[config.mk]
export PLATFORM = sky130hd
export DESIGN_NAME = processing_element
export DESIGN_NICKNAME = d
export VERILOG_FILES = /design/src/rtl/pe_pkg.sv /design/src/rtl/processing_element_abs_diff.sv /design/src/rtl/processing_element.sv
export SDC_FILE = /design/constraint.sdc
export NUM_CORES = 1
export LEC_CHECK = 0
export BUFFER_PORTS_ARGS = -buffer_cell sky130_fd_sc_hd__buf_2
export CORE_AREA = 2 2 69 71
export CTS_BUF_LIST = sky130_fd_sc_hd__clkbuf_4 sky130_fd_sc_hd__clkbuf_8 sky130_fd_sc_hd__clkbuf_16
export DETAILED_ROUTE_END_ITERATION = 16
export DIE_AREA = 0 0 71 73
export MAX_ROUTING_LAYER = met4
export PLACE_DENSITY = 0.65
export SLEW_MARGIN = 20
export SYNTH_ARGS = -nofsm -noshare
export SYNTH_HDL_FRONTEND = slang
export SYNTH_SLANG_ARGS = --single-unit
[constraint.sdc]
create_clock -name clock -period 2.2 [get_ports clock]
set_clock_uncertainty 0.05 [all_clocks]
set_input_delay 0.22 -clock clock [delete_from_list [all_inputs] [get_ports clock]]
set_output_delay 0.22 -clock clock [all_outputs]
set_load 0.03 [all_outputs]
[src/rtl/pe_pkg.sv]
// Shared widths and limits for the SAD processing element.
package pe_pkg;
    localparam int unsigned       PIXEL_W = 8;
    localparam logic [PIXEL_W-1:0] SAD_MAX = 8'hFF;
endpackage

[src/rtl/processing_element_abs_diff.sv]
// Combinational unsigned absolute difference |a - b|.
module abs_diff
    import pe_pkg::*;
(
    input  logic [PIXEL_W-1:0] a,
    input  logic [PIXEL_W-1:0] b,
    output logic [PIXEL_W-1:0] d
);
    always_comb begin
        d = (a >= b) ? (a - b) : (b - a);
    end
endmodule

[src/rtl/processing_element.sv]
// One SAD processing element: selects a search pixel, accumulates |r - s| with
// saturation, and forwards r one cycle later to the next element.
module processing_element
    import pe_pkg::*;
(
    input  logic               clock,
    input  logic               reset_n,
    input  logic [PIXEL_W-1:0] r,
    input  logic [PIXEL_W-1:0] s1,
    input  logic [PIXEL_W-1:0] s2,
    input  logic               s1s2_mux,
    input  logic               new_dist,
    output logic [PIXEL_W-1:0] accumulate,
    output logic [PIXEL_W-1:0] r_pipe
);
    logic [PIXEL_W-1:0] w_s_sel;
    logic [PIXEL_W-1:0] w_diff;
    logic [PIXEL_W:0]   w_sum;
    logic [PIXEL_W-1:0] w_sat;
    logic [PIXEL_W-1:0] r_acc;
    logic [PIXEL_W-1:0] r_pipe_q;

    always_comb begin
        w_s_sel = s1s2_mux ? s2 : s1;
    end

    abs_diff u_abs_diff (
        .a (r),
        .b (w_s_sel),
        .d (w_diff)
    );

    // Extra carry bit detects overflow so the sum clamps instead of wrapping.
    always_comb begin
        w_sum = {1'b0, r_acc} + {1'b0, w_diff};
        w_sat = w_sum[PIXEL_W] ? SAD_MAX : w_sum[PIXEL_W-1:0];
    end

    always_ff @(posedge clock or negedge reset_n) begin
        if (!reset_n) begin
            r_acc    <= '0;
            r_pipe_q <= '0;
        end else begin
            r_acc    <= new_dist ? w_diff : w_sat;
            r_pipe_q <= r;
        end
    end

    assign accumulate = r_acc;
    assign r_pipe     = r_pipe_q;
endmodule

==> results of run 1 <==
## routing by layer
| layer | vias up | global-route usage |
|---|---|---|
| met1 | 992 | 0.279 |
| li1 | 1019 | - |
| met4 | 0 | 0.0566 |
| met3 | 11 | 0.0262 |
| met5 | - | - |
| met2 | 44 | 0.396 |
## area by class of cell
cell class              instances  share of cell area
multi-input cells             171               0.535
repair buffers                117               0.268
flip-flops and latches         16               0.132
inverters                      21              0.0259
clock buffers                   4              0.0181
well taps                      54              0.0222
## through the flow
stage / setup TNS, ps / cell area (um^2) / hold WS, ps / utilization
floorplan: -8370 / 2010 / -126 / -
global route: -10400 / 3040 / 32.5 / 0.671
global placement: -10690 / 2670 / 122 / 0.589
CTS: -9300 / 2910 / 34.2 / 0.642
finish: -9460 / 3040 / 36.4 / 0.671
detailed placement: -11790 / 2670 / 130 / 0.589
## how the worst max path moves through the flow
stage	slack, ps	to	startpoint
6_report	-1230	accumulate[1]	s1s2_mux
5_1_grt	-1350	accumulate[1]	s1s2_mux
4_1_cts	-1210	accumulate[5]	s1s2_mux
3_5_place_dp	-1650	accumulate[5]	s1s2_mux
3_3_place_gp	-1470	accumulate[5]	s1s2_mux
2_1_floorplan	-1220	accumulate[5]	s1s2_mux
## sequential cells by signal, summed over array words and instances, names as in the netlist
name and flops:
accumulate 8, r_pipe 8
## report_power, final
part / total [W] / switching, W / internal (W)
logic: 0.00230 / 0.00119 / 0.00111
clock network: 0.000282 / 0.000123 / 0.000159
registers: 0.000417 / 0.0000491 / 0.000368
total: 0.00300 / 0.00136 / 0.00164
## critical path, cell delays in order
cell and delay [ps]:
buf_8 100, buf_12 130, buf_6 120, mux2i_2 180, inv_1 90, ha_4 280
nand4_1 120, a31o_1 230, buf_4 140, nand3b_1 130, mux2i_1 240, xnor2_1 200
ha_1 320, a21oi_2 210, buf_4 140, a21boi_2 50, o21ba_4 260, buf_6 130
nor2_4 140, a22oi_2 70
## kinds of logic after synthesis
logic type | after synthesis | synth area share
xor gates and xnor gates | 9 | 0.0414
buffers and inverters | 32 | 0.0735
muxes | 15 | 0.0808
DFF | 16 | 0.210
AOI/OAI and AO/OA | 54 | 0.197
adders and majority gates | 27 | 0.189
and+or+nand+nor | 66 | 0.208
## layout by cell type (no fill, tap or decap), drive strengths merged, types with 3 or more instances in the layout
cell type  count
o21ai          8
a21boi         3
and3           3
nand3b         4
a21o           6
fa             3
or3            3
a21oi         16
clkbuf         4
nor2           8
xnor2          4
buf          116
nand2         13
a211oi         5
nand3          8
mux2i         15
ha            24
dfrtp         16
xor2           5
inv           21
nor3           6
## repair_timing
item / in CTS / in global routing
pin swaps: 17 / 30
setup endpoints to repair: 8 / 8
hold buffers: 1 / 0
endpoints found under the hold margin: 16 / 0
gates resized for setup: 23 / 27
setup buffers: 10 / 2
==> impl_metrics.ini, run 1 <==
[timing]
tightest_slew_ps = 425
maxSlewViolCount = 0
final_worst_path_period_share = 1.56
max_freq_mhz = 292
fin_crit_ps = 3430
finalWorstSetupSlack_ps = -1230
rsz0062_at_grt = yes
setup_violations = 8
slew_headroom = 0.717
hold_viol = 0

[final_layout]
finalNetCount = 385
seq_area_um2 = 400
drive_above_1_share = 0.517
multi_input_comb_area_um2 = 1630
post_layout_nonfiller_instances = 383
nFillCells = 371
antenna_cells_inserted = 0
synthToLayoutAreaGrowth_pct = 59.8

[min_path]
hold_path.startpoint = r[7]
timing.hold.worst_endpoint = r_pipe[7]
min-delay-path-class = in -> reg
hold_depth = 1

[route]
post_drt_via_cell_ratio = 5.39
top_layer = met4
detail_route.wirelength.met1_um = 2480
wl_met3_um = 151
dr.pass1.iters = 4
detailroute.wirelength.met2_um = 2910
drt-initial-drc-count = 105
via_count = 2066
drt_drc_violations_left = 0
drt-wirelength-per-cell_um = 14.8
final_antenna_net_count = 0
drt-total-wl_um = 5650

[critical_path]
crit-reg2reg-launch = accumulate[0]
rr_worst_depth = 9
worst-setup-path-type = in -> reg
endpoint_kind = flop
crit_path_required_time_ps = 2280
startpoint_type = input pin
peak_fanout_along_the_critical_path = 6
reg2reg_to = accumulate[3]
rrSetupSlack_ps = 50
arrival_ps = 3510

[power_and_ir_drop]
leakage_nw = 1.47
ir_worst_vdd_mv = 0.803
total_power_w = 0.00300
power_density_nw_per_um2 = 985

[clocking]
cts.reportedPaths.clkPinSlew_ps = 80
clock_path_buffers = 2
clock_insertion_delay_worst_skew_ps = 260
cts_inserted_buffers = 3
cts_num_sinks = 16
cts_tree = built
clock_tree.root_cell = clkbuf_8
cts-htree-levels = 1

[logic_synthesis]
synth_warnings = 0
yosys.cell_count.top_type = ha_1
synth_nets = 274
synth_edf_count = 0
avgSynthCellArea_um2 = 8.70
synth_cell_type_count = 56
post_synth_main_area_contributors = dfrtp_1, ha_1, mux2i_1
postSynthRegisterBits = 16
seq_area_frac_synth = 0.210
syn_inst = 219
synth_largest_type_area_fraction = 0.210
synth_ff_type = dfrtp_1
yosysTopAreaCell = dfrtp_1
synthesis.area_um2 = 1910
synth-async-reset-ratio = 1.00
ys_top_cells_by_count = ha_1, inv_1, dfrtp_1

[floorplanning]
fp.dieW_um = 71
coreArea_um2 = 4540
io_pins = 44
die_footprint_um2 = 5180
die_h_um = 73
initial_core_util = 0.420
rows = 25

[grt]
largest_net_degree_at_the_start_of_global_routing = 27
number_of_antenna_violations_at_the_first_check_in_global_routing = 0
first_pass_grt_wire_length_um = 9210
globalRouteTotalUtil = 0.226
overflow = 0
vias_in_the_first_global_route = 2103

[placed_design]
dpl_worst_slack_ps = -1650
dp_hpwl_um = 4230
place.detailed.instances = 368
io_buffers = 43
replace_congestion = 0.872

[outcome]
run_status = finished with violations
failed_checks = setup timing

[run]
maxCapViolations = 0
No activity file was read; power rests on OpenSTA's default activity.
==> run 2, diff against run 1 <==
SETUP_SLACK_MARGIN = 0.3   (was default)
==> run 2 against run 1 <==
The flow still finishes with violations (setup timing). Wire length increased by 0.51%. Fmax grew 0.18%. Largest power group unchanged. Combinational power about the same. Core utilization up 0.083 points.
==> impl_metrics.ini, run 2 (synthesis results as in run 1) <==
[clocking]
cts_num_sinks = 16
cts_inserted_buffers = 3
cts_tree = built
clock_tree.root_cell = clkbuf_8
cts-htree-levels = 1
cts.reportedPaths.clkPinSlew_ps = 80
clock_insertion_delay_worst_skew_ps = 260
clock_path_buffers = 2

[timing]
slew_headroom = 0.720
rsz0062_at_grt = yes
setup_violations = 8
hold_viol = 0
holdWs_ps = 36.4
maxSlewViolCount = 0
fin_crit_ps = 3420
finalWorstSetupSlack_ps = -1220
tightest_slew_ps = 419
final_worst_path_period_share = 1.56
max_freq_mhz = 292

[critical_path]
worst-setup-path-type = in -> reg
endpoint_kind = flop
rr_worst_depth = 9
startpoint_type = input pin
crit_path_required_time_ps = 2280
rrSetupSlack_ps = 60
max_stage_delay_ps = 320
crit_chain = buf_8 > buf_12 > buf_6 > mux2i_2 > inv_1 > ha_4 > nand4_1 > a31o_1 > buf_4 > nand3b_1 > mux2i_1 > xnor2_1 > ha_1 > a21oi_2 > buf_4 > a21boi_2 > o21ba_4 > buf_6 > nor2_4 > a22oi_2
arrival_ps = 3500
worst_path_max_delay_cell = ha_1
peak_fanout_along_the_critical_path = 6
crit_buf_inv = 7
worst_path_dominant_cell_family = buffers and inverters
cp_num_cells = 20

[outcome]
failed_checks = setup timing
run_status = finished with violations

[final_layout]
mostFrequentLayoutCells = buf_4, buf_2, inv_1, ha_1, dfrtp_1
postLayoutCoreUtil = 0.672
nFillCells = 375
most_frequent_standard_cell_in_the_layout_excluding_fill_and_tap_cells = buf_4
drive_above_1_share = 0.514
antenna_cells_inserted = 0
finalNetCount = 387
synthToLayoutAreaGrowth_pct = 59.9

[route]
post_drt_via_cell_ratio = 5.43
dr.pass1.iters = 5
drt_drc_violations_left = 0
drt-initial-drc-count = 104
drt-total-wl_um = 5680
via_count = 2092
final_antenna_net_count = 0
drt-wirelength-per-cell_um = 14.8

[floorplanning]
initial_core_util = 0.420
rows = 25
coreArea_um2 = 4540
fp.dieW_um = 71
die_footprint_um2 = 5180
io_pins = 44
die_h_um = 73

[grt]
largest_net_degree_at_the_start_of_global_routing = 27
first_pass_grt_wire_length_um = 9210
vias_in_the_first_global_route = 2103
globalRouteTotalUtil = 0.226
overflow = 0
number_of_antenna_violations_at_the_first_check_in_global_routing = 0

[placed_design]
replace_congestion = 0.872
io_buffers = 43
dp_hpwl_um = 4230

[power_and_ir_drop]
total_power_w = 0.00301
ir_worst_vdd_mv = 0.803
leakage_nw = 1.47
power_density_nw_per_um2 = 986

[run]
maxCapViolations = 0

[min_path]
min-delay-path-class = in -> reg
hold_depth = 1
[run 2: worst register-to-register path: cells and delay by family, from the launching register on]
family | cells | cell delay [ps]
AO/OA/AOI/OAI | 3 | 630
adder cells (fa/ha/maj) | 2 | 540
buffers and inverters | 2 | 200
AND/OR/NAND/NOR | 2 | 290
flip-flops | 1 | 350
[run 2: layout make-up]
cell class | instances | area (um^2) | area share
clock buffer | 4 | 55.1 | 0.0181
inverter | 21 | 78.8 | 0.0259
multi-input combinational | 171 | 1610 | 0.529
sequential | 16 | 400 | 0.131
tap | 54 | 67.6 | 0.0222
timing repair buffer | 119 | 833 | 0.273
[run 2: final timing paths]
path | start | endpoint
setup / recovery | s1s2_mux | accumulate[1]
hold / removal | r[7] | r_pipe[7]
setup reg to reg | accumulate[0] | accumulate[3]
hold reg to reg | accumulate[0] | accumulate[0]
max in group asynchronous | reset_n | accumulate[7]
min in group asynchronous | reset_n | r_pipe[1]
[run 2: per-stage QoR]
stage                     instances  worst slack [ps]  cell area (um^2)  setup TNS (ps)
final                           385             -1220              3050           -9570
after global routing            385             -1340              3050          -10500
after CTS                       383             -1210              2910           -9300
after detailed placement        368             -1650              2670          -11790
after global placement          368             -1470              2670          -10690
after floorplan                 219             -1220              2010           -8370
[run 2: what timing repair did]
| action | 4_1_cts | 5_1_grt |
|---|---|---|
| gates resized for setup | 23 | 25 |
| endpoints found under the hold margin | 16 | 0 |
| buffers inserted | 10 | 2 |
| hold buffers | 1 | 0 |
| pin swaps | 17 | 31 |
| setup endpoints to repair | 8 | 8 |
[run 2: power breakdown]
group	switching (W)	total, W	internal [W]
clock network	0.000121	0.000280	0.000159
logic	0.00118	0.00231	0.00113
registers	0.0000488	0.000417	0.000368
total	0.00135	0.00301	0.00165
[run 2: layer usage]
| layer | vias to the layer above | part of all wire | track usage |
|---|---|---|---|
| li1 | 1025 | - | - |
| met1 | 1016 | 0.44 | 0.279 |
| met2 | 40 | 0.52 | 0.396 |
| met3 | 11 | 0.025 | 0.0262 |
| met4 | 0 | 0.019 | 0.0566 |
| met5 | - | 0 | - |
